==> config.mk <==
export PLATFORM = sky130hd
export DESIGN_NAME = life_grid_engine_flat
export DESIGN_NICKNAME = d
export VERILOG_FILES = /design/src/rtl/life_pkg.sv /design/src/rtl/life_grid_engine_if.sv /design/src/rtl/life_cell_rule.sv /design/src/rtl/life_grid_engine.sv /design/src/flat_wrapper.sv
export SDC_FILE = /design/constraint.sdc
export NUM_CORES = 2
export LEC_CHECK = 0
export ABC_AREA = 1
export BUFFER_PORTS_ARGS = -buffer_cell sky130_fd_sc_hd__buf_2
export CORE_MARGIN = 1
export CORE_UTILIZATION = 60
export CTS_CLUSTER_DIAMETER = 60
export CTS_CLUSTER_SIZE = 25
export DETAILED_ROUTE_END_ITERATION = 12
export MAX_ROUTING_LAYER = met4
export PLACE_DENSITY = 0.76
export SLEW_MARGIN = 20
export SYNTH_ARGS = -nofsm -noshare
export SYNTH_HDL_FRONTEND = slang
export SYNTH_SLANG_ARGS = --single-unit
==> constraint.sdc <==
create_clock -name dclk -period 19.25 [get_ports dclk]
set_clock_uncertainty 0.05 [all_clocks]
set_input_delay 1.925 -clock dclk [delete_from_list [all_inputs] [get_ports dclk]]
set_output_delay 1.925 -clock dclk [all_outputs]
set_load 0.01 [all_outputs]
==> src/rtl/life_pkg.sv <==
// Shared types and helpers for the Game of Life grid engine.
package life_pkg;

  typedef enum logic [1:0] {
    ST_IDLE    = 2'd0,
    ST_COMPUTE = 2'd1,
    ST_COMMIT  = 2'd2
  } state_t;

  localparam int GLIDER_N = 5;
  localparam int GLIDER_R [GLIDER_N] = '{0, 1, 2, 2, 2};
  localparam int GLIDER_C [GLIDER_N] = '{1, 2, 0, 1, 2};

  function automatic int wrap_inc(int i, int size);
    return (i + 1) % size;
  endfunction

  function automatic int wrap_dec(int i, int size);
    return (i + size - 1) % size;
  endfunction

  function automatic logic glider_at(int r, int c);
    logic hit;
    hit = 1'b0;
    for (int i = 0; i < GLIDER_N; i++)
      hit = hit | ((GLIDER_R[i] == r) && (GLIDER_C[i] == c));
    return hit;
  endfunction

endpackage

==> src/rtl/life_grid_engine_if.sv <==
// Renderer-facing port bundle: step/busy/done, cell read port, seed write port.
interface life_grid_engine_if #(
  parameter int ROWS  = 16,
  parameter int COLS  = 16,
  parameter int GEN_W = 16
);
  localparam int RW = $clog2(ROWS);
  localparam int CW = $clog2(COLS);

  logic             step;
  logic             busy;
  logic             done;
  logic [RW-1:0]    rd_row;
  logic [CW-1:0]    rd_col;
  logic             rd_cell;
  logic             wr_en;
  logic [RW-1:0]    wr_row;
  logic [CW-1:0]    wr_col;
  logic             wr_val;
  logic [GEN_W-1:0] gen_count;

  modport master (
    output step, rd_row, rd_col,
    output wr_en, wr_row, wr_col, wr_val,
    input  busy, done, rd_cell, gen_count
  );

  modport slave (
    input  step, rd_row, rd_col,
    input  wr_en, wr_row, wr_col, wr_val,
    output busy, done, rd_cell, gen_count
  );
endinterface

==> src/rtl/life_cell_rule.sv <==
// Conway rule for one cell: birth on 3, survival on 2 or 3.
module life_cell_rule (
  input  logic       self,
  input  logic [7:0] nb,
  output logic       nxt
);
  logic [3:0] n;

  always_comb begin
    n = '0;
    for (int i = 0; i < 8; i++)
      n = n + {3'b000, nb[i]};
  end

  assign nxt = (n == 4'd3) | (self & (n == 4'd2));
endmodule

==> src/rtl/life_grid_engine.sv <==
// Toroidal Life engine: one row per cycle into a shadow bank,
// then an atomic commit so the displayed generation never tears.
module life_grid_engine
  import life_pkg::*;
#(
  parameter int ROWS        = 16,
  parameter int COLS        = 16,
  parameter int SEED_GLIDER = 1,
  parameter int GEN_W       = 16
) (
  input logic dclk,
  input logic clr,
  life_grid_engine_if.slave bus
);
  localparam int RW = $clog2(ROWS);

  typedef logic [ROWS-1:0][COLS-1:0] grid_t;

  function automatic grid_t seed_grid();
    grid_t g;
    g = '0;
    for (int r = 0; r < ROWS; r++)
      for (int c = 0; c < COLS; c++)
        g[r][c] = (SEED_GLIDER != 0) && glider_at(r, c);
    return g;
  endfunction

  localparam grid_t SEED = seed_grid();

  state_t           state;
  state_t           state_nx;
  logic             busy;
  logic             done_q;
  logic [RW-1:0]    row_idx;
  logic [RW-1:0]    row_up;
  logic [RW-1:0]    row_dn;
  logic             last_row;
  logic [GEN_W-1:0] gen;
  grid_t            cur;
  grid_t            nxt;
  logic [COLS-1:0]  up;
  logic [COLS-1:0]  mid;
  logic [COLS-1:0]  dn;
  logic [COLS-1:0]  nrow;

  assign row_up   = RW'(wrap_dec(int'(row_idx), ROWS));
  assign row_dn   = RW'(wrap_inc(int'(row_idx), ROWS));
  assign last_row = (row_idx == RW'(ROWS - 1));
  assign up       = cur[row_up];
  assign mid      = cur[row_idx];
  assign dn       = cur[row_dn];

  for (genvar c = 0; c < COLS; c++) begin : g_col
    localparam int CL = wrap_dec(c, COLS);
    localparam int CR = wrap_inc(c, COLS);
    life_cell_rule u_rule (
      .self (mid[c]),
      .nb   ({up[CL], up[c], up[CR],
              mid[CL], mid[CR],
              dn[CL], dn[c], dn[CR]}),
      .nxt  (nrow[c])
    );
  end

  always_ff @(posedge dclk or posedge clr) begin
    if (clr) state <= ST_IDLE;
    else     state <= state_nx;
  end

  always_comb begin
    state_nx = state;
    busy     = 1'b0;
    unique case (state)
      ST_IDLE: begin
        if (bus.step) state_nx = ST_COMPUTE;
      end
      ST_COMPUTE: begin
        busy = 1'b1;
        if (last_row) state_nx = ST_COMMIT;
      end
      ST_COMMIT: begin
        busy     = 1'b1;
        state_nx = ST_IDLE;
      end
      default: state_nx = ST_IDLE;
    endcase
  end

  always_ff @(posedge dclk or posedge clr) begin
    if (clr) begin
      row_idx <= '0;
      cur     <= SEED;
      nxt     <= '0;
      gen     <= '0;
      done_q  <= 1'b0;
    end else begin
      done_q <= (state == ST_COMMIT);
      unique case (state)
        ST_IDLE: begin
          row_idx <= '0;
          if (bus.wr_en)
            cur[bus.wr_row][bus.wr_col] <= bus.wr_val;
        end
        ST_COMPUTE: begin
          nxt[row_idx] <= nrow;
          row_idx      <= row_idx + 1'b1;
        end
        ST_COMMIT: begin
          cur <= nxt;
          gen <= gen + 1'b1;
        end
        default: row_idx <= '0;
      endcase
    end
  end

  assign bus.busy      = busy;
  assign bus.done      = done_q;
  assign bus.rd_cell   = cur[bus.rd_row][bus.rd_col];
  assign bus.gen_count = gen;
endmodule
==> src/flat_wrapper.sv <==
// flat-port wrapper written by rule: the top's interface ports become plain ports
module life_grid_engine_flat import life_pkg::*;
#(
  parameter int ROWS        = 16,
  parameter int COLS        = 16,
  parameter int SEED_GLIDER = 1,
  parameter int GEN_W       = 16
)
  (dclk, clr, bus_step, bus_rd_row, bus_rd_col, bus_wr_en, bus_wr_row, bus_wr_col, bus_wr_val, bus_busy, bus_done, bus_rd_cell, bus_gen_count);
  life_grid_engine_if #(.ROWS(ROWS), .COLS(COLS), .GEN_W(GEN_W)) bus_i ();
  input logic dclk;
  input logic clr;
  input wire logic [$bits(bus_i.step)-1:0] bus_step;
  input wire logic [$bits(bus_i.rd_row)-1:0] bus_rd_row;
  input wire logic [$bits(bus_i.rd_col)-1:0] bus_rd_col;
  input wire logic [$bits(bus_i.wr_en)-1:0] bus_wr_en;
  input wire logic [$bits(bus_i.wr_row)-1:0] bus_wr_row;
  input wire logic [$bits(bus_i.wr_col)-1:0] bus_wr_col;
  input wire logic [$bits(bus_i.wr_val)-1:0] bus_wr_val;
  output wire logic [$bits(bus_i.busy)-1:0] bus_busy;
  output wire logic [$bits(bus_i.done)-1:0] bus_done;
  output wire logic [$bits(bus_i.rd_cell)-1:0] bus_rd_cell;
  output wire logic [$bits(bus_i.gen_count)-1:0] bus_gen_count;
  assign bus_i.step = bus_step;
  assign bus_i.rd_row = bus_rd_row;
  assign bus_i.rd_col = bus_rd_col;
  assign bus_i.wr_en = bus_wr_en;
  assign bus_i.wr_row = bus_wr_row;
  assign bus_i.wr_col = bus_wr_col;
  assign bus_i.wr_val = bus_wr_val;
  assign bus_busy = bus_i.busy;
  assign bus_done = bus_i.done;
  assign bus_rd_cell = bus_i.rd_cell;
  assign bus_gen_count = bus_i.gen_count;
  life_grid_engine #(.ROWS(ROWS), .COLS(COLS), .SEED_GLIDER(SEED_GLIDER), .GEN_W(GEN_W)) u_core (.dclk(dclk), .clr(clr), .bus(bus_i));
endmodule
**Yosys cells after proc, flatten, opt, wreduce, memory -nomap -nowiden**

Index checks and enable logic that the tools add are counted.
W data, S select, Z words.

- Order comparisons: 10
- Equal/unequal tests: 38
- Reduce and logical (&&, ||, !) cells: 8
- $add $sub $neg: 117
- Multiplexer cells: 25
- Bitwise logic cells: 32

Operators with widths:

| cell | number |
|---|---|
| $bwmux W256 | 2 |
| $pmux W256 S2 | 1 |
| $add A4 B1 Y4 | 64 |
| $bmux W16 S4 | 4 |
| $mux W256 | 1 |
| $demux W16 S4 | 2 |
| $eq A4 B2 Y1 const B | 32 |
| $mux W16 | 6 |
| $add A3 B1 Y4 | 16 |
| $add A2 B1 Y3 | 16 |
| $lt A4 B5 Y1 const B | 7 |
| $add A1 B1 Y2 | 16 |
| $add A16 B1 Y16 const B | 1 |
| $and A1 B1 Y1 | 16 |
| $or A1 B1 Y1 | 16 |
| $add A4 B1 Y4 const B | 3 |
| $ge A4 B1 Y1 const B | 3 |
| $pmux W4 S2 | 1 |
| $bmux W1 S4 | 1 |
| $demux W1 S4 | 1 |
| $eq A4 B4 Y1 const B | 1 |
| $mux W2 | 2 |
| $ne A2 B2 Y1 const B | 2 |
| $pmux W2 S2 | 1 |
| 10 further kinds | 15 |

- Logic and storage cells: 266
- Register bits: 535

**Depth between registers and ports, before layout**

- Depth in word-level cells: 14
- Depth in mapped cells: 28
- Mapped depth without buffers: 20

**Hierarchy**

Synthesis repeated with hierarchy kept, for this count alone.

- Cells, all modules: 4,965
- Area total of the unflattened synthesis: 35,486.5 µm²

By module, submodules not included:

| module | sequential area each (µm²) | cells an instance | times used | area an instance (µm²) |
|---|---|---|---|---|
| life_grid_engine | 13,394.1 | 4,613 | 1 | 32,643.8 |
| life_cell_rule | 0.0 | 22 | 16 | 177.7 |

**Worst setup path before layout**

OpenSTA, ideal clock, no wires.

- Path type: flip-flop to flip-flop
- Start: register u_core.row_idx[0]
- End: register u_core.nxt[110] (netlist bit)
- Slack: 13.560 ns
- Stages on the path, launching flop included: 27
- Buffers on the path: 8
- Data arrival time: 5.557 ns
- Cell sequence: dfrtp_1 -> buf_6 -> inv_4 -> buf_4 -> buf_2 -> buf_2 -> ha_1 -> inv_1 -> buf_2 -> clkbuf_1 -> buf_1 -> o21ai_0 -> o22ai_1 -> nand2_1 -> nand2_1 -> inv_1 -> fa_1 -> fa_1 -> inv_1 -> fa_1 -> ha_1 -> fa_1 -> o21ai_0 -> a21oi_1 -> o21ai_4 -> buf_2 -> o21ai_0

- Longest elaborated chain between the ends: 14
- Elaborated cells on any way between the ends: 26
- Those cells by class: add/sub (10); order compare (2); eq/ne (2); mux (9); bitwise (2); reduce/logical (1)

RTL lines:

| item | RTL line | source |
|---|---|---|
| start, declared | life_grid_engine.sv:34 | `logic [RW-1:0] row_idx;` |
| start signal, assigned | life_grid_engine.sv:106 | `row_idx <= row_idx + 1'b1;` |
| $add A4 B1 Y4 | life_pkg.sv:15 | `return (i + 1) % size;` |
| $bmux W16 S4 | life_grid_engine.sv:51 | `assign dn = cur[row_dn];` |
| $mux W16 (implied by the code) | life_grid_engine.sv:51 |  |
| $add A1 B1 Y2 | life_cell_rule.sv:12 | `n = n + {3'b000, nb[i]};` |
| $add A2 B1 Y3 | life_cell_rule.sv:12 |  |
| $add A3 B1 Y4 | life_cell_rule.sv:12 |  |
| $add A4 B1 Y4 (4 in series) | life_cell_rule.sv:12 |  |
| $eq A4 B2 Y1 | life_cell_rule.sv:15 | `assign nxt = (n == 4'd3) \| (self & (n == 4'd2));` |
| $and A1 B1 Y1 | life_cell_rule.sv:15 |  |
| $or A1 B1 Y1 | life_cell_rule.sv:15 |  |
| $bwmux W256 * | life_grid_engine.sv:105 | `nxt[row_idx] <= nrow;` |
| end signal, assigned by index | life_grid_engine.sv:105 |  |
| end, declared | life_grid_engine.sv:40 | `grid_t nxt;` |

Mark *: on every way between the ends. The rest lies on a longest branch, timed or not. The select of a mux whose other input is x is not followed.
A chain may end at the register's enable or synchronous reset.

**Final worst setup path**

- Start: register u_core.row_idx[0]
- End: register u_core.nxt[91] (netlist bit)

The elaborated chain is that of the path after synthesis.

==> results_dict.tcl <==
set metrics [dict create \
    maxSlewViolCount 0 \
    row_count 88 \
    synth_area_leaders "dfrtp_1, nand2_1, o21ai_0" \
    synth_top_family_by_area "compound AO/OA/AOI/OAI gates" \
    r2r_slack_ps 11660 \
    dp_hpwl_um 78100 \
    crit_start "u_core.row_idx[0]" \
    timing.final.crit_period_ps 7590 \
    start_util 0.612 \
    clock-sinks 535 \
    setup_tns_ps 0 \
    ant_nets 0 \
    layout_commonest_cell "nand2_1" \
    synth_flop_cell "dfrtp_1" \
    root_buffer "clkbuf_16" \
    post_cts_resized 0 \
    synth_area_sq_mm 0.0356 \
    drt_iter0_drc 5586 \
    period_share 0.394 \
    drt_first_pass_iters 10 \
    antenna_found_initial 7 \
    drc 0 \
    routed_wl_um 132000 \
    synth_simple_gate_area_frac 0.221 \
    crit_end "u_core.nxt[91]" \
    io_pins 40 \
    final-setup-viol-count 0 \
    synth_fp_nets 5122 \
    ys_types 50 \
    die-area_sq_mm 0.0603 \
    r2r_start "u_core.row_idx[0]" \
    clk_pin_slew_worst_paths_ps 80 \
    area_delta_synth_final_pct 5.10 \
    grt_use_total 0.454 \
    cts_setup_buffers 0 \
    drive_gt1_frac 0.0680 \
    coreArea_sq_mm 0.0581 \
    worstPathRequired_ps 19730 \
    die_y_um 245 \
    ys_seq_area_frac 0.377 \
    cp.arrival_ps 8070 \
    synthCells 4980 \
    ys_async_sr_fraction 1.00 \
    num_vias 36000 \
    hold_violations 0 \
    ys_ff_latch 535 \
    crit_type "reg -> reg" \
    cts_buffer_depth 3 \
    grt_pass1_vias 32800 \
    grt-ovfl-total 0 \
    postPlaceCellArea_sq_mm 0.0357 \
    hp-class "reg -> reg" \
    drv_cap 0 \
    yosys_warnings 0 \
    crit_path_start_kind "flop" \
    status "completed" \
    synth_fa_ha_area_frac 0.0559 \
    worstPathMaxFanout 252 \
    synth_edf_count 0 \
    port-buffer-count 39 \
    nets 4886 \
    cts_buffers 45 \
    endpoint_kind "flop" \
    hold_ws_ps 433 \
    insertion_delay_ps 640 \
    rsz0062_at_grt "no" \
    postCtsHoldBufs 0 \
    final_cell_mix "nand2_1, o21ai_0, a21oi_1" \
    max_clock_freq_mhz 132 \
    synth_top_area_frac 0.373 \
    h-tree-depth 2 \
    yosys.area.top_type "dfrtp_1" \
    synth_compound_area_frac 0.232 \
    stdcell_area_sq_mm 0.0374 \
    viasPerCell 6.48 \
    cts_tree "built" \
    reg2reg_depth 21 \
    place.gp.congestion 0.995 \
    synthMuxAreaShare 0.0233 \
    worst_slew_pin_slew_ps 1320 \
    maxSlewHeadroom 0.121 \
    synth_xor_area_frac 0.00507 \
    grt_pass1_wl_um 201000 \
    utilization 0.643 \
    grt_max_degree 253 \
    syn_avg_cell_area_sq_um 7.14 \
    wl_per_cell_um 23.8 \
    timing.rr.end "u_core.nxt[91]" \
    fp.dieW_um 245 \
]
[metal layers]
metal	wire length (um)	track usage	share of wire	vias to the layer above
met5	0	-	0	-
met4	8540	0.253	0.065	0
met3	19000	0.122	0.14	575
met2	54400	0.629	0.41	2576
met1	50300	0.600	0.38	16700
li1	-	-	-	16100
[stage by stage]
stage          instances  setup slack [ps]
3_3_place_gp        5461             11980
6_report            5550             11660
3_5_place_dp        5461             11790
5_1_grt             5549             11160
4_1_cts             5544             11720
2_1_floorplan       4980              2330
[layout make-up]
type / count / area [sq um]
clock buffer: 48 / 1190
sequential: 535 / 13400
multi-input combinational: 3711 / 19300
fill: 5316 / 20700
clock inverter: 35 / 452
timing repair buffer: 119 / 847
inverter: 332 / 1270
antenna: 5 / 12.5
tap: 765 / 957
[cell families (layout without fill, tap and decap cells)]
kind of cell | Yosys count | count (layout)
AND/OR/NAND/NOR | 1956 | 1956
flip-flops | 535 | 535
adder cells (fa/ha/maj) | 121 | 121
other | 0 | 5
AO/OA/AOI/OAI | 1534 | 1534
multiplexers | 82 | 82
buffers and inverters | 734 | 534
XOR/XNOR | 18 | 18
[how the worst min path moves through the flow]
stage	startpoint	end	slack, ps	depth (start not counted)
after floorplan	u_core.nxt[104]	u_core.nxt[104]	400	2
after global placement	u_core.bus.gen_count[15]	u_core.bus.gen_count[15]	400	1
after detailed placement	u_core.nxt[95]	u_core.nxt[95]	420	2
after CTS	u_core.bus.gen_count[14]	u_core.bus.gen_count[14]	440	1
after global routing	u_core.bus.gen_count[15]	u_core.bus.gen_count[15]	450	1
final	u_core.bus.gen_count[15]	u_core.bus.gen_count[15]	430	1
[sequential cells by signal, summed over array words and instances (netlist names)]
name	flops
u_core.bus.done	1
u_core.bus.gen_count	16
u_core.cur	256
u_core.nxt	256
u_core.row_idx	4
u_core.state	2
[synth_stat cells, types with 5 or more instances]
cell type	count
nand2_1	1294
o21ai_0	637
a21oi_1	614
dfrtp_1	530
nand3_1	353
inv_1	304
nor2_1	277
clkbuf_1	267
o21ai_1	90
a31oi_1	87
mux2i_1	75
buf_2	73
fa_1	63
ha_1	58
inv_2	25
buf_4	22
buf_1	20
o211ai_1	20
buf_6	16
nor2_2	16
o21ai_4	14
o21ai_2	13
a221oi_1	12
a211o_1	11
o22ai_1	11
xor2_1	11
mux2_2	7
a22o_1	5
a31o_2	5
dfstp_2	5
nor3_1	5
[worst max-delay path, cell delays in order, from the launching register on]
cell     delay (ps)
dfrtp_4         420
buf_12          570
buf_4           940
ha_1            460
xor2_4          100
inv_1           910
o21ai_0         270
a21oi_1         200
or2_0           150
nand2_1          70
o21ai_2         110
inv_1           140
fa_1            500
fa_1            550
inv_1            60
fa_1            440
ha_1            230
fa_1            530
o21ai_0          70
a21oi_1         220
o21ai_4         200
o21ai_0         230
Power is not shown: default switching activity piles up to over one toggle a cycle in this logic, so the estimate is an artifact.
